===== src/rtl/sm4_axis8_arbiter.sv =====
// Packet-level round-robin arbiter sharing one byte-wide SM4 padding engine between two channels.
// Optional feature: define SM4_ARB_KEY_CACHE_EN to also force a key reload when a channel's key/sel changes.
module sm4_axis8_arbiter #(
    parameter int KEY_WAIT = 32,
    parameter int MAX_OUT  = 4
) (
    input  logic         clk,
    input  logic         rst_n,
    input  logic [127:0] key0,
    input  logic [127:0] key1,
    input  logic         sel0,
    input  logic         sel1,
    input  logic [7:0]   s0_axis_tdata,
    input  logic         s0_axis_tvalid,
    input  logic         s0_axis_tlast,
    input  logic [7:0]   s0_axis_tuser,
    output logic         s0_axis_tready,
    input  logic [7:0]   s1_axis_tdata,
    input  logic         s1_axis_tvalid,
    input  logic         s1_axis_tlast,
    input  logic [7:0]   s1_axis_tuser,
    output logic         s1_axis_tready,
    output logic [7:0]   m0_axis_tdata,
    output logic         m0_axis_tvalid,
    output logic         m0_axis_tlast,
    output logic [7:0]   m0_axis_tuser,
    output logic [7:0]   m1_axis_tdata,
    output logic         m1_axis_tvalid,
    output logic         m1_axis_tlast,
    output logic [7:0]   m1_axis_tuser,
    output logic         eng_sm4_vld,
    output logic [127:0] eng_sm4_key,
    output logic         eng_sm4_sel,
    output logic [7:0]   eng_s_axis_tdata,
    output logic         eng_s_axis_tvalid,
    output logic         eng_s_axis_tlast,
    output logic [7:0]   eng_s_axis_tuser,
    input  logic         eng_s_axis_tready,
    input  logic [7:0]   eng_m_axis_tdata,
    input  logic         eng_m_axis_tvalid,
    input  logic         eng_m_axis_tlast,
    input  logic [7:0]   eng_m_axis_tuser,
    output logic         busy,
    output logic         err_orphan
);
    localparam int PW = (MAX_OUT > 1) ? $clog2(MAX_OUT) : 1;
    localparam int CW = PW + 1;
    localparam int WW = (KEY_WAIT > 1) ? $clog2(KEY_WAIT) : 1;
    localparam logic [WW-1:0] WAIT_LAST = WW'(KEY_WAIT - 1);
    localparam logic [CW-1:0] OUT_FULL  = CW'(MAX_OUT);

    typedef enum logic [2:0] {IDLE, DRAIN, LOAD, WAIT, XFER} state_t;

    state_t        state_q, state_d;
    logic          grant_q, grant_d;
    logic          lastGrant_q, lastGrant_d;
    logic          loadedVld_q, loadedVld_d;
    logic          loadedCh_q, loadedCh_d;
    logic [127:0]  key_q, key_d;
    logic          sel_q, sel_d;
    logic [WW-1:0] waitCnt_q, waitCnt_d;
    logic [CW-1:0] outstanding_q, outstanding_d;
    logic [PW-1:0] wrPtr_q, rdPtr_q;
    logic [MAX_OUT-1:0] idFifo_q;
    logic          orphan_q;

    logic          anyValid, pickCh, keyMatch;
    logic          fifoFull, fifoEmpty, fifoHead;
    logic          push, pop, inXfer;
    logic [127:0]  grantKey;
    logic          grantSel;
    logic [7:0]    gData, gUser;
    logic          gValid, gLast;

    assign anyValid  = s0_axis_tvalid | s1_axis_tvalid;
    assign pickCh    = (s0_axis_tvalid & s1_axis_tvalid) ? ~lastGrant_q : s1_axis_tvalid;
    assign fifoEmpty = (outstanding_q == '0);
    assign fifoFull  = (outstanding_q == OUT_FULL);
    assign fifoHead  = idFifo_q[rdPtr_q];

`ifdef SM4_ARB_KEY_CACHE_EN
    assign keyMatch = pickCh ? ((key1 == key_q) && (sel1 == sel_q))
                             : ((key0 == key_q) && (sel0 == sel_q));
`else
    assign keyMatch = 1'b1;
`endif

    assign grantKey = grant_q ? key1 : key0;
    assign grantSel = grant_q ? sel1 : sel0;
    assign gData    = grant_q ? s1_axis_tdata  : s0_axis_tdata;
    assign gUser    = grant_q ? s1_axis_tuser  : s0_axis_tuser;
    assign gValid   = grant_q ? s1_axis_tvalid : s0_axis_tvalid;
    assign gLast    = grant_q ? s1_axis_tlast  : s0_axis_tlast;

    // The key goes out combinationally during LOAD and is then held from the register.
    assign eng_sm4_key = (state_q == LOAD) ? grantKey : key_q;
    assign eng_sm4_sel = (state_q == LOAD) ? grantSel : sel_q;

    assign inXfer            = (state_q == XFER);
    assign eng_s_axis_tvalid = inXfer & gValid;
    assign eng_s_axis_tdata  = inXfer ? gData : 8'h00;
    assign eng_s_axis_tlast  = inXfer & gLast;
    assign eng_s_axis_tuser  = inXfer ? gUser : 8'h00;

    always_comb begin
        state_d        = state_q;
        grant_d        = grant_q;
        lastGrant_d    = lastGrant_q;
        loadedVld_d    = loadedVld_q;
        loadedCh_d     = loadedCh_q;
        key_d          = key_q;
        sel_d          = sel_q;
        waitCnt_d      = waitCnt_q;
        push           = 1'b0;
        eng_sm4_vld    = 1'b0;
        s0_axis_tready = 1'b0;
        s1_axis_tready = 1'b0;
        case (state_q)
            IDLE: begin
                if (anyValid && !fifoFull) begin
                    grant_d = pickCh;
                    if (loadedVld_q && (loadedCh_q == pickCh) && keyMatch) begin
                        state_d = XFER;
                    end else begin
                        state_d = DRAIN;
                    end
                end
            end
            DRAIN: begin
                // Never swap keys under blocks still inside the engine.
                if (outstanding_q == '0) begin
                    state_d = LOAD;
                end
            end
            LOAD: begin
                eng_sm4_vld = 1'b1;
                key_d       = grantKey;
                sel_d       = grantSel;
                loadedVld_d = 1'b1;
                loadedCh_d  = grant_q;
                waitCnt_d   = '0;
                state_d     = WAIT;
            end
            WAIT: begin
                if (waitCnt_q == WAIT_LAST) begin
                    state_d = XFER;
                end else begin
                    waitCnt_d = waitCnt_q + WW'(1);
                end
            end
            XFER: begin
                s0_axis_tready = ~grant_q & eng_s_axis_tready;
                s1_axis_tready =  grant_q & eng_s_axis_tready;
                if (gValid && eng_s_axis_tready && gLast) begin
                    push        = 1'b1;
                    lastGrant_d = grant_q;
                    state_d     = IDLE;
                end
            end
            default: state_d = IDLE;
        endcase
    end

    assign pop = eng_m_axis_tvalid & eng_m_axis_tlast & ~fifoEmpty;

    always_comb begin
        outstanding_d = outstanding_q;
        case ({push, pop})
            2'b10:   outstanding_d = outstanding_q + CW'(1);
            2'b01:   outstanding_d = outstanding_q - CW'(1);
            default: outstanding_d = outstanding_q;
        endcase
    end

    assign m0_axis_tdata  = eng_m_axis_tdata;
    assign m0_axis_tlast  = eng_m_axis_tlast;
    assign m0_axis_tuser  = eng_m_axis_tuser;
    assign m0_axis_tvalid = eng_m_axis_tvalid & ~fifoEmpty & ~fifoHead;
    assign m1_axis_tdata  = eng_m_axis_tdata;
    assign m1_axis_tlast  = eng_m_axis_tlast;
    assign m1_axis_tuser  = eng_m_axis_tuser;
    assign m1_axis_tvalid = eng_m_axis_tvalid & ~fifoEmpty & fifoHead;

    assign busy       = (state_q != IDLE) | ~fifoEmpty;
    assign err_orphan = orphan_q;

    always_ff @(posedge clk or negedge rst_n) begin
        if (!rst_n) begin
            state_q       <= IDLE;
            grant_q       <= 1'b0;
            lastGrant_q   <= 1'b1;
            loadedVld_q   <= 1'b0;
            loadedCh_q    <= 1'b0;
            key_q         <= '0;
            sel_q         <= 1'b0;
            waitCnt_q     <= '0;
            outstanding_q <= '0;
            wrPtr_q       <= '0;
            rdPtr_q       <= '0;
            idFifo_q      <= '0;
            orphan_q      <= 1'b0;
        end else begin
            state_q       <= state_d;
            grant_q       <= grant_d;
            lastGrant_q   <= lastGrant_d;
            loadedVld_q   <= loadedVld_d;
            loadedCh_q    <= loadedCh_d;
            key_q         <= key_d;
            sel_q         <= sel_d;
            waitCnt_q     <= waitCnt_d;
            outstanding_q <= outstanding_d;
            if (push) begin
                idFifo_q[wrPtr_q] <= grant_q;
                wrPtr_q           <= wrPtr_q + PW'(1);
            end
            if (pop) begin
                rdPtr_q <= rdPtr_q + PW'(1);
            end
            if (eng_m_axis_tvalid && fifoEmpty) begin
                orphan_q <= 1'b1;
            end
        end
    end

endmodule


===== config.mk =====
export PLATFORM = sky130hd
export DESIGN_NAME = sm4_axis8_arbiter
export DESIGN_NICKNAME = d
export VERILOG_FILES = /design/src/rtl/sm4_axis8_arbiter.sv
export SDC_FILE = /design/constraint.sdc
export NUM_CORES = 1
export LEC_CHECK = 0
export ABC_AREA = 1
export BUFFER_PORTS_ARGS = -buffer_cell sky130_fd_sc_hd__buf_2
export CORE_AREA = 4 4 192 194
export DETAILED_ROUTE_END_ITERATION = 8
export DIE_AREA = 0 0 196 198
export MAX_ROUTING_LAYER = met4
export SLEW_MARGIN = 20
export SYNTH_ARGS = -nofsm -noshare
export SYNTH_HDL_FRONTEND = slang
export SYNTH_SLANG_ARGS = --single-unit
export TNS_END_PERCENT = 30

===== constraint.sdc =====
create_clock -name clk -period 2.9 [get_ports clk]
set_clock_uncertainty 0.1 [all_clocks]
set_input_delay 0.145 -clock clk [delete_from_list [all_inputs] [get_ports clk]]
set_output_delay 0.145 -clock clk [all_outputs]
set_load 0.01 [all_outputs]

==> results.json, run 1 <==
{
  "status": "completed",
  "clk_transition_reported_paths_ps": 60,
  "netlist_instances": 958,
  "min_period_ps": 2700,
  "timing.rr.start": "state_q[2]",
  "path_buf_inv": 4,
  "crit_chain": "inv_1 > nand3_2 > bufinv_8 > buf_4 > nor2_1 > a31oi_1 > buf_2",
  "synth-seq-cells": 153,
  "grt_pass1_wl_um": 49700,
  "grt_use_total": 0.165,
  "area_delta_synth_final_pct": 75.6,
  "startpoint": "state_q[2]",
  "cts-buffers-inserted": 17,
  "io-pin-count": 503,
  "period_share": 0.932,
  "syn_nets": 1281,
  "cts_buffer_depth": 2,
  "place.gp.congestion": 0.906,
  "slew_violations": 0,
  "end_kind": "output port",
  "synthArstFlopShare": 1.00,
  "cts.sinks": 153,
  "firstDrtPassIters": 7,
  "routedWlPerCell_um": 15.3,
  "core_mm2": 0.0352,
  "crit-reg2reg-capture": "key_q[57]",
  "antenna_found_initial": 1,
  "regToRegSetupSlack_ps": 330,
  "grt_pass1_vias": 9492,
  "crit_slowest_cell": "bufinv_8",
  "drc_errors": 0,
  "htreeDepth": 4,
  "tightestPinTransition_ps": 943,
  "final_antenna_net_count": 0,
  "hold_viol": 0,
  "ys_seq_area_frac": 0.503,
  "synth_area_per_cell_um2": 7.95,
  "fp.dieW_um": 196,
  "synth_top_area_frac": 0.500,
  "gr-total-overflow": 0,
  "start_util": 0.216,
  "yosysWarnings": 0,
  "crit_fanout": 72,
  "fillers": 3484,
  "die_h_um": 198,
  "dpl_cell_area_mm2": 0.0101,
  "path_delay_family": "buffers and inverters",
  "finalWirelength_um": 32000,
  "root_buffer": "clkbuf_16",
  "final_nets": 1945,
  "ys_types": 32,
  "synthFlopType": "dfrtp_1",
  "yosysMostFrequentCell": "nand2_1",
  "maxCapViolCount": 0,
  "design_area_mm2": 0.0134,
  "critPathMaxStageDelay_ps": 550,
  "synth_common_cells": "339 x nand2_1, 152 x dfrtp_1, 143 x nor2_1",
  "p_leak_nw": 6.36,
  "start_kind": "register",
  "vias": 9223,
  "yosys.area.top_type": "dfrtp_1",
  "setup_violations": 0,
  "cts_setup_buffers": 0,
  "clock_insertion_delay_worst_skew_ps": 430,
  "cp_num_cells": 7,
  "io_buffers": 454,
  "die_area_mm2": 0.0388,
  "crit_required_ps": 2650,
  "drtIter0Drc": 437,
  "hold_ws_ps": 82.7,
  "hpwl_um": 22100,
  "diodes": 0,
  "crit_path_end": "eng_sm4_key[57]",
  "synth_edf_count": 0,
  "grt_max_degree": 90,
  "syn_area_mm2": 0.00761,
  "rr_worst_depth": 7,
  "yosys-top-cells-area": "dfrtp_1 50%, nand2_1 17%, a31oi_1 11%",
  "slew_headroom": 0.371,
  "rows": 69,
  "powerDensity_mw_per_mm2": 1030,
  "min-delay-path-class": "input port to register",
  "max_freq_ghz": 0.370,
  "ir_drop_mv": 0.537,
  "arrival_ps": 2460,
  "drive_above_1_share": 0.318,
  "cts_tree": "done",
  "via_per_inst": 4.40,
  "crit_type": "register to output port"
}
[kinds of logic after synthesis]
family | share of synthesized area
buf+inv | 0.0916
simple gates | 0.256
compound gates | 0.129
xor+xnor | 0.00575
flops | 0.503
fa+ha+maj | 0.0141
[power by group]
part / internal, mW / switching (mW) / leakage [nW]
Sequential: 3.14 / 0.336 / 1.70
Combinational: 3.78 / 4.28 / 4.38
Clock: 1.32 / 0.952 / 0.290
Total: 8.24 / 5.57 / 6.36
[stage by stage]
stage | utilization | worst slack (ps) | total power, mW | TNS [ps] | instances
after detailed placement | 0.287 | 624 | 9.63 | 0 | 1800
after CTS | 0.379 | 161 | 13.8 | 0 | 2096
after global routing | 0.379 | -3.63 | 14.9 | -3.95 | 2096
after floorplan | - | 860 | 7.21 | 0 | 958
final | 0.379 | 197 | 13.8 | 0 | 2096
after global placement | 0.287 | 702 | 9.54 | 0 | 1800
[what timing repair did]
action | 4_1_cts | 5_1_grt
resized for setup | 0 | 1
endpoints found under the setup margin | 0 | 5
hold endpoints to repair | 285 | 0
hold buffers | 264 | 0
[worst reg2reg max path, delay by kind of cell (launching register included)]
family / cells / cell delay (ps)
buf+inv: 4 / 1560
compound gates: 1 / 230
flops: 1 / 410
simple gates: 2 / 210
[flip-flops by register name, indices dropped and copies added, names as in the netlist, 2 cells and up]
| register | cells |
|---|---|
| waitCnt_q | 5 |
| rdPtr_q | 2 |
| state_q | 3 |
| wrPtr_q | 2 |
| key_q | 128 |
| idFifo_q | 4 |
| outstanding_q | 3 |
[metal layers]
metal	up-vias	wire, µm	part of all wire	track usage
met4	0	1430	0.045	0.0789
met2	417	15700	0.49	0.274
met3	81	2220	0.069	0.0398
met1	4289	12700	0.40	0.187
met5	-	0	0	-
li1	4436	-	-	-
[how the worst min path moves through the flow]
| stage | slack, ps | endpoint | startpoint | depth (start not counted) |
|---|---|---|---|---|
| 4_1_cts | 50 | wrPtr_q[0] | eng_s_axis_tready | 5 |
| 3_3_place_gp | -160 | key_q[85] | rst_n | 1 |
| 3_5_place_dp | -160 | key_q[85] | rst_n | 1 |
| 2_1_floorplan | -250 | err_orphan | rst_n | 0 |
| 6_report | 80 | wrPtr_q[0] | eng_s_axis_tready | 5 |
| 5_1_grt | 90 | wrPtr_q[0] | eng_s_axis_tready | 5 |
[cell usage in the layout (no fill, tap or decap), types with 2 or more instances in the layout]
master | Yosys | routed
a31oi_1 | 129 | 129
inv_1 | 22 | 22
o21ai_1 | 3 | 3
clkinv_2 | 1 | 4
buf_4 | 37 | 19
ha_1 | 7 | 7
buf_2 | 29 | 453
clkinv_4 | 0 | 3
clkbuf_16 | 0 | 17
nand2_1 | 339 | 339
xor2_1 | 4 | 4
o21ai_0 | 9 | 9
inv_6 | 0 | 3
clkbuf_8 | 0 | 2
bufinv_16 | 0 | 2
nand2_2 | 2 | 2
buf_12 | 0 | 5
nor3_1 | 5 | 5
dlygate4sd3_1 | 0 | 264
dfrtp_1 | 152 | 151
clkinvlp_4 | 0 | 2
a21oi_1 | 19 | 19
nor2_1 | 143 | 143
nand3_1 | 12 | 12
[final cells by class]
| cell class | instances | area (µm²) | area share |
|---|---|---|---|
| tap | 461 | 577 | 0.0432 |
| inverter | 25 | 111 | 0.00833 |
| multi-input combinational | 683 | 3090 | 0.231 |
| timing repair buffer | 742 | 5160 | 0.386 |
| clock buffer | 19 | 453 | 0.0339 |
| clock inverter | 13 | 143 | 0.0107 |
| sequential | 153 | 3830 | 0.287 |
No activity file was read; power rests on OpenSTA's default activity.
==> run 2: changes to the inputs <==
--- a/config.mk
+++ b/config.mk
@@ -5,11 +5,11 @@
 export SDC_FILE = /design/constraint.sdc
 export NUM_CORES = 1
 export LEC_CHECK = 0
-export ABC_AREA = 1
+export ABC_AREA = 0
 export BUFFER_PORTS_ARGS = -buffer_cell sky130_fd_sc_hd__buf_2
-export CORE_AREA = 4 4 192 194
+export CORE_AREA = 4 4 193 195
 export DETAILED_ROUTE_END_ITERATION = 8
-export DIE_AREA = 0 0 196 198
+export DIE_AREA = 0 0 197 199
 export MAX_ROUTING_LAYER = met4
 export SLEW_MARGIN = 20
 export SYNTH_ARGS = -nofsm -noshare
==> results.json, run 2 <==
{
  "powerDensity_mw_per_mm2": 951,
  "fin_util": 0.372,
  "max_freq_ghz": 0.354,
  "die_h_um": 199,
  "fillers": 3366,
  "regArea_mm2": 0.00383,
  "rsz0062_at_grt": "true",
  "design_area_mm2": 0.0132,
  "syn_area_mm2": 0.00768,
  "synth_common_cells": "157 x nor2_1, 152 x dfrtp_1, 148 x mux2i_1",
  "dpl_cell_area_mm2": 0.0102,
  "p_leak_nw": 6.40,
  "yosysMostFrequentCell": "nor2_1",
  "cts-buffers-inserted": 17,
  "grt_max_degree": 95,
  "cts_buffer_depth": 2,
  "cts_tree": "done",
  "wl_met1_um": 10400,
  "finalWirelength_um": 28000,
  "drive_above_1_share": 0.370,
  "slew_violations": 0,
  "firstDrtPassIters": 4,
  "mostFrequentLayoutCell": "buf_2",
  "yosys-top-cells-area": "dfrtp_1 50%, mux2i_1 19%, a21oi_1 8.7%",
  "grt_pass1_wl_um": 41300,
  "switchingPower_mw": 4.91,
  "hold_ws_ps": 29.5,
  "ys_types": 39,
  "crit_required_ps": 2650,
  "syn_nets": 1069,
  "via_per_inst": 4.26,
  "hold_viol": 0,
  "status": "completed",
  "regToRegSetupSlack_ps": 490,
  "core_mm2": 0.0354,
  "root_buffer": "clkbuf_16",
  "ys_seq_area_frac": 0.498,
  "grt_use_total": 0.136,
  "end_kind": "output port",
  "synth_area_per_cell_um2": 10.3,
  "die_area_mm2": 0.0392,
  "gr-total-overflow": 0,
  "worstHoldEndpoint": "key_q[80]",
  "final_antenna_net_count": 0,
  "ir_drop_mv": 0.506,
  "crit-reg2reg-capture": "key_q[25]",
  "critPathMaxStageDelay_ps": 600,
  "drc_errors": 0,
  "hpwl_um": 18200,
  "combPwrFrac": 0.546,
  "io_buffers": 454,
  "reg_top3": "key_q x128, waitCnt_q x5, idFifo_q x4",
  "dr_wl_met3_um": 2100,
  "arrival_ps": 2580,
  "intPower_mw": 7.61,
  "drtIter0Drc": 288,
  "switching_share": 0.392,
  "yosys.area.top_type": "dfrtp_1",
  "synth_edf_count": 0,
  "synth_top_area_frac": 0.495,
  "layout_common_cells": "453 x buf_2, 230 x dlygate4sd3_1, 157 x nor2_1, 151 x dfrtp_1, 146 x mux2i_1",
  "routedWlPerCell_um": 15.1,
  "cts_setup_buffers": 0,
  "slew_headroom": 0.535,
  "synth-seq-cells": 153,
  "synthFlopType": "dfrtp_1",
  "clkPwrFrac": 0.177,
  "clock_insertion_delay_worst_skew_ps": 430,
  "min_from": "key0[80]",
  "yosysWarnings": 0,
  "crit_fanout": 65,
  "crit_chain": "buf_16 > mux2i_2 > dlygate4sd3_1 > a21oi_1 > buf_2",
  "period_share": 0.975,
  "grt_pass1_vias": 8251,
  "clk_transition_reported_paths_ps": 70,
  "top_register": "key_q",
  "htreeDepth": 4,
  "synthArstFlopShare": 1.00,
  "sequentialPowerShare": 0.277,
  "min_period_ps": 2830,
  "setup_ws_ps": 73.1,
  "crit_type": "register to output port",
  "min-delay-path-class": "input port to register",
  "netlist_instances": 746,
  "largest_register_ffs": 128,
  "rows": 69,
  "maxCapViolCount": 0,
  "io-pin-count": 503,
  "crit_slowest_cell": "dlygate4sd3_1",
  "final.setup.tns_ps": 0,
  "start_kind": "register",
  "tightestPinTransition_ps": 696,
  "final_nets": 1703,
  "start_util": 0.217,
  "rr_worst_depth": 6,
  "setup_violations": 0,
  "vias": 7894,
  "timing.rr.start": "state_q[2]",
  "hold_depth": 3,
  "place.gp.congestion": 0.853,
  "wl_met2_um": 14200,
  "area_delta_synth_final_pct": 71.5,
  "top_layer": "met4",
  "antenna_found_initial": 1,
  "fp.dieW_um": 197,
  "post-place-ws_ps": 759,
  "multi_input_area_mm2": 0.00335,
  "cts.sinks": 153
}
## run 2: changes by cell type in the layout (fill, tap and decap cells not counted), sizes merged, moves of 11 or more
cell,delta
buf,-11
a31oi,-129
nand2,-330
o21ai,-11
dlygate4sd3,-34
inv,-16
a21oi,+115
nor2,+13
nand3,-12
mux2i,+148
## run 2: critical path: cells and delay by family (launching register included)
| family | cells | cell delay, ps |
|---|---|---|
| buf+inv | 3 | 1130 |
| flops | 1 | 560 |
| mux | 1 | 270 |
| compound gates | 1 | 90 |
## run 2: final cells by class
class / count / share of cell area
Tap cell: 461 / 0.0438
Multi-Input combinational cell: 503 / 0.254
Inverter: 7 / 0.00199
Timing Repair Buffer: 698 / 0.365
Sequential cell: 153 / 0.291
Clock inverter: 10 / 0.00902
Antenna cell: 1 / 0.000190
Clock buffer: 22 / 0.0352
## run 2: timing repair
item | 4_1_cts | 5_1_grt
setup endpoints to repair | 0 | 48
hold buffers | 230 | 0
gates resized for setup | 0 | 7
hold endpoints to repair | 234 | 0
## run 2: cell families after synthesis
logic type      synth area share
xor+xnor                  0.0103
flops                      0.498
simple gates               0.101
fa+ha+maj                 0.0140
mux                        0.206
compound gates             0.101
buf+inv                   0.0686
## run 2: through the flow
stage / total power, mW / instances
finish: 12.5 / 1855
global route: 13.4 / 1855
CTS: 12.5 / 1853
floorplan: 7.19 / 746
global placement: 9.22 / 1591
detailed placement: 9.34 / 1591
## run 2: worst max path at each step
stage,startpoint,endpoint,depth (start not counted)
finish,grant_q,eng_sm4_key[10],5
global route,grant_q,eng_sm4_key[84],5
CTS,grant_q,eng_sm4_key[92],5
detailed placement,grant_q,outstanding_q[2],9
global placement,outstanding_q[1],outstanding_q[2],8
floorplan,outstanding_q[0],outstanding_q[2],8
## run 2: power groups by stage
stage          logic [mW]  clock network (mW)  registers [mW]
2_1_floorplan        3.83                   0            3.36
3_3_place_gp         5.76                   0            3.45
3_5_place_dp         5.86                   0            3.48
4_1_cts              6.71                2.29            3.45
5_1_grt              7.45                2.38            3.58
6_report             6.84                2.22            3.47
## run 2: routing by layer
metal,track usage,up-vias
met5,-,-
met4,0.0701,0
met3,0.0373,79
met2,0.235,376
met1,0.143,3649
li1,-,3790
==> run 3: changes to the inputs <==
--- a/config.mk
+++ b/config.mk
@@ -11,6 +11,7 @@
 export DETAILED_ROUTE_END_ITERATION = 8
 export DIE_AREA = 0 0 197 199
 export MAX_ROUTING_LAYER = met4
+export PLACE_DENSITY = 0.53
 export SLEW_MARGIN = 20
 export SYNTH_ARGS = -nofsm -noshare
 export SYNTH_HDL_FRONTEND = slang
==> results.json, run 3 (synthesis gave the netlist of run 2 again) <==
{
  "status": "completed",
  "grt_use_total": 0.131,
  "rr_worst_depth": 6,
  "combPwrFrac": 0.551,
  "grt_max_degree": 103,
  "setup_violations": 0,
  "drtIter0Drc": 238,
  "die_h_um": 199,
  "crit_chain": "buf_16 > mux2i_1 > dlygate4sd3_1 > a21oi_1 > buf_2",
  "max_freq_ghz": 0.362,
  "p_leak_nw": 6.42,
  "die_area_mm2": 0.0392,
  "cts_tree": "done",
  "slew_violations": 0,
  "crit_slowest_cell": "dlygate4sd3_1",
  "layout_common_cells": "453 x buf_2, 241 x dlygate4sd3_1, 157 x nor2_1, 151 x dfrtp_1, 148 x mux2i_1",
  "clk_transition_reported_paths_ps": 60,
  "sequentialPowerShare": 0.275,
  "clock_insertion_delay_worst_skew_ps": 430,
  "crit_fanout": 63,
  "cts-buffers-inserted": 17,
  "arrival_ps": 2520,
  "routedWlPerCell_um": 14.4,
  "rows": 69,
  "powerDensity_mw_per_mm2": 945,
  "ir_drop_mv": 0.436,
  "grt_pass1_wl_um": 40000,
  "drc_errors": 0,
  "core_mm2": 0.0354,
  "antenna_found_initial": 1,
  "place.gp.congestion": 0.800,
  "hold_depth": 3,
  "clkPwrFrac": 0.174,
  "finalWirelength_um": 26800,
  "slew_headroom": 0.514,
  "final_antenna_net_count": 0,
  "io_buffers": 454,
  "cp_num_cells": 5,
  "via_per_inst": 4.17,
  "top_register": "key_q",
  "path_delay_family": "buffers and inverters",
  "switching_share": 0.388,
  "end_kind": "output port",
  "grt_pass1_vias": 8120,
  "min_period_ps": 2760,
  "drive_above_1_share": 0.364,
  "gr-total-overflow": 0,
  "area_delta_synth_final_pct": 72.4,
  "root_buffer": "clkbuf_16",
  "htreeDepth": 4,
  "critPathMaxStageDelay_ps": 580,
  "start_kind": "register",
  "period_share": 0.953,
  "final.setup.tns_ps": 0,
  "intPower_mw": 7.65,
  "maxCapViolCount": 0,
  "rsz0062_at_grt": "false",
  "cts_buffer_depth": 2,
  "crit_required_ps": 2650,
  "io-pin-count": 503,
  "largest_register_ffs": 128,
  "power.total_mw": 12.5,
  "reg_top3": "key_q x128, waitCnt_q x5, idFifo_q x4",
  "path_buf_inv": 3,
  "firstDrtPassIters": 4,
  "hold_viol": 0,
  "switchingPower_mw": 4.86,
  "vias": 7785,
  "min-delay-path-class": "input port to register",
  "mostFrequentLayoutCell": "buf_2",
  "crit_type": "register to output port",
  "fillers": 3484,
  "start_util": 0.217,
  "hpwl_um": 17900,
  "tightestPinTransition_ps": 728,
  "cts.sinks": 153,
  "final_nets": 1713,
  "fp.dieW_um": 197
}
-- run 3: repair_timing --
item,in CTS,in global routing
setup endpoints to repair,0,36
gates resized for setup,0,3
endpoints found under the hold margin,216,0
setup buffers,0,0
hold buffers,241,0
-- run 3: worst paths after layout --
check	startpoint	end	slack, ps
max	grant_q	eng_sm4_key[11]	140
min	key1[6]	key_q[6]	40
max reg2reg	state_q[2]	key_q[49]	490
min reg2reg	err_orphan	err_orphan	360
max in group asynchronous	rst_n	key_q[6]	1810
min in group asynchronous	rst_n	key_q[77]	130
-- run 3: area by class of cell --
cell class / count / area (µm²) / share of cell area
Multi-Input combinational cell: 503 / 3340 / 0.252
Timing Repair Buffer: 708 / 4900 / 0.370
Inverter: 7 / 26.3 / 0.00198
Clock inverter: 11 / 125 / 0.00944
Sequential cell: 153 / 3830 / 0.289
Tap cell: 461 / 577 / 0.0435
Antenna cell: 1 / 2.50 / 0.000189
Clock buffer: 21 / 450 / 0.0340
-- run 3: tightest hold or removal path, cell delays in order --
cell and delay [ps]:
buf_2 80, mux2i_1 80, a21oi_1 190
-- run 3: metrics by stage --
stage / setup WS, ps / cells / instance area, µm² / hold WS [ps] / utilization
after CTS: 32.2 / 1863 / 13200 / 2.66 / 0.373
after global routing: 12.9 / 1865 / 13200 / 10.4 / 0.374
final: 137 / 1865 / 13200 / 36.2 / 0.374
after global placement: 801 / 1590 / 10200 / 3.82 / 0.289
after floorplan: 901 / 746 / 7680 / -251 / -
after detailed placement: 751 / 1590 / 10200 / 5.39 / 0.289
-- run 3: metal layers --
layer	wire length [µm]	vias up	track usage
met5	0	-	-
met4	981	0	0.0660
met3	1970	59	0.0369
met2	13600	321	0.224
met1	10200	3579	0.140
li1	-	3826	-
-- run 3: power by group through the flow --
stage	registers, mW	logic [mW]	clock network, mW
floorplan	3.36	3.83	0
global placement	3.44	5.82	0
detailed placement	3.47	5.86	0
CTS	3.43	6.85	2.28
global route	3.55	7.54	2.38
finish	3.44	6.89	2.18
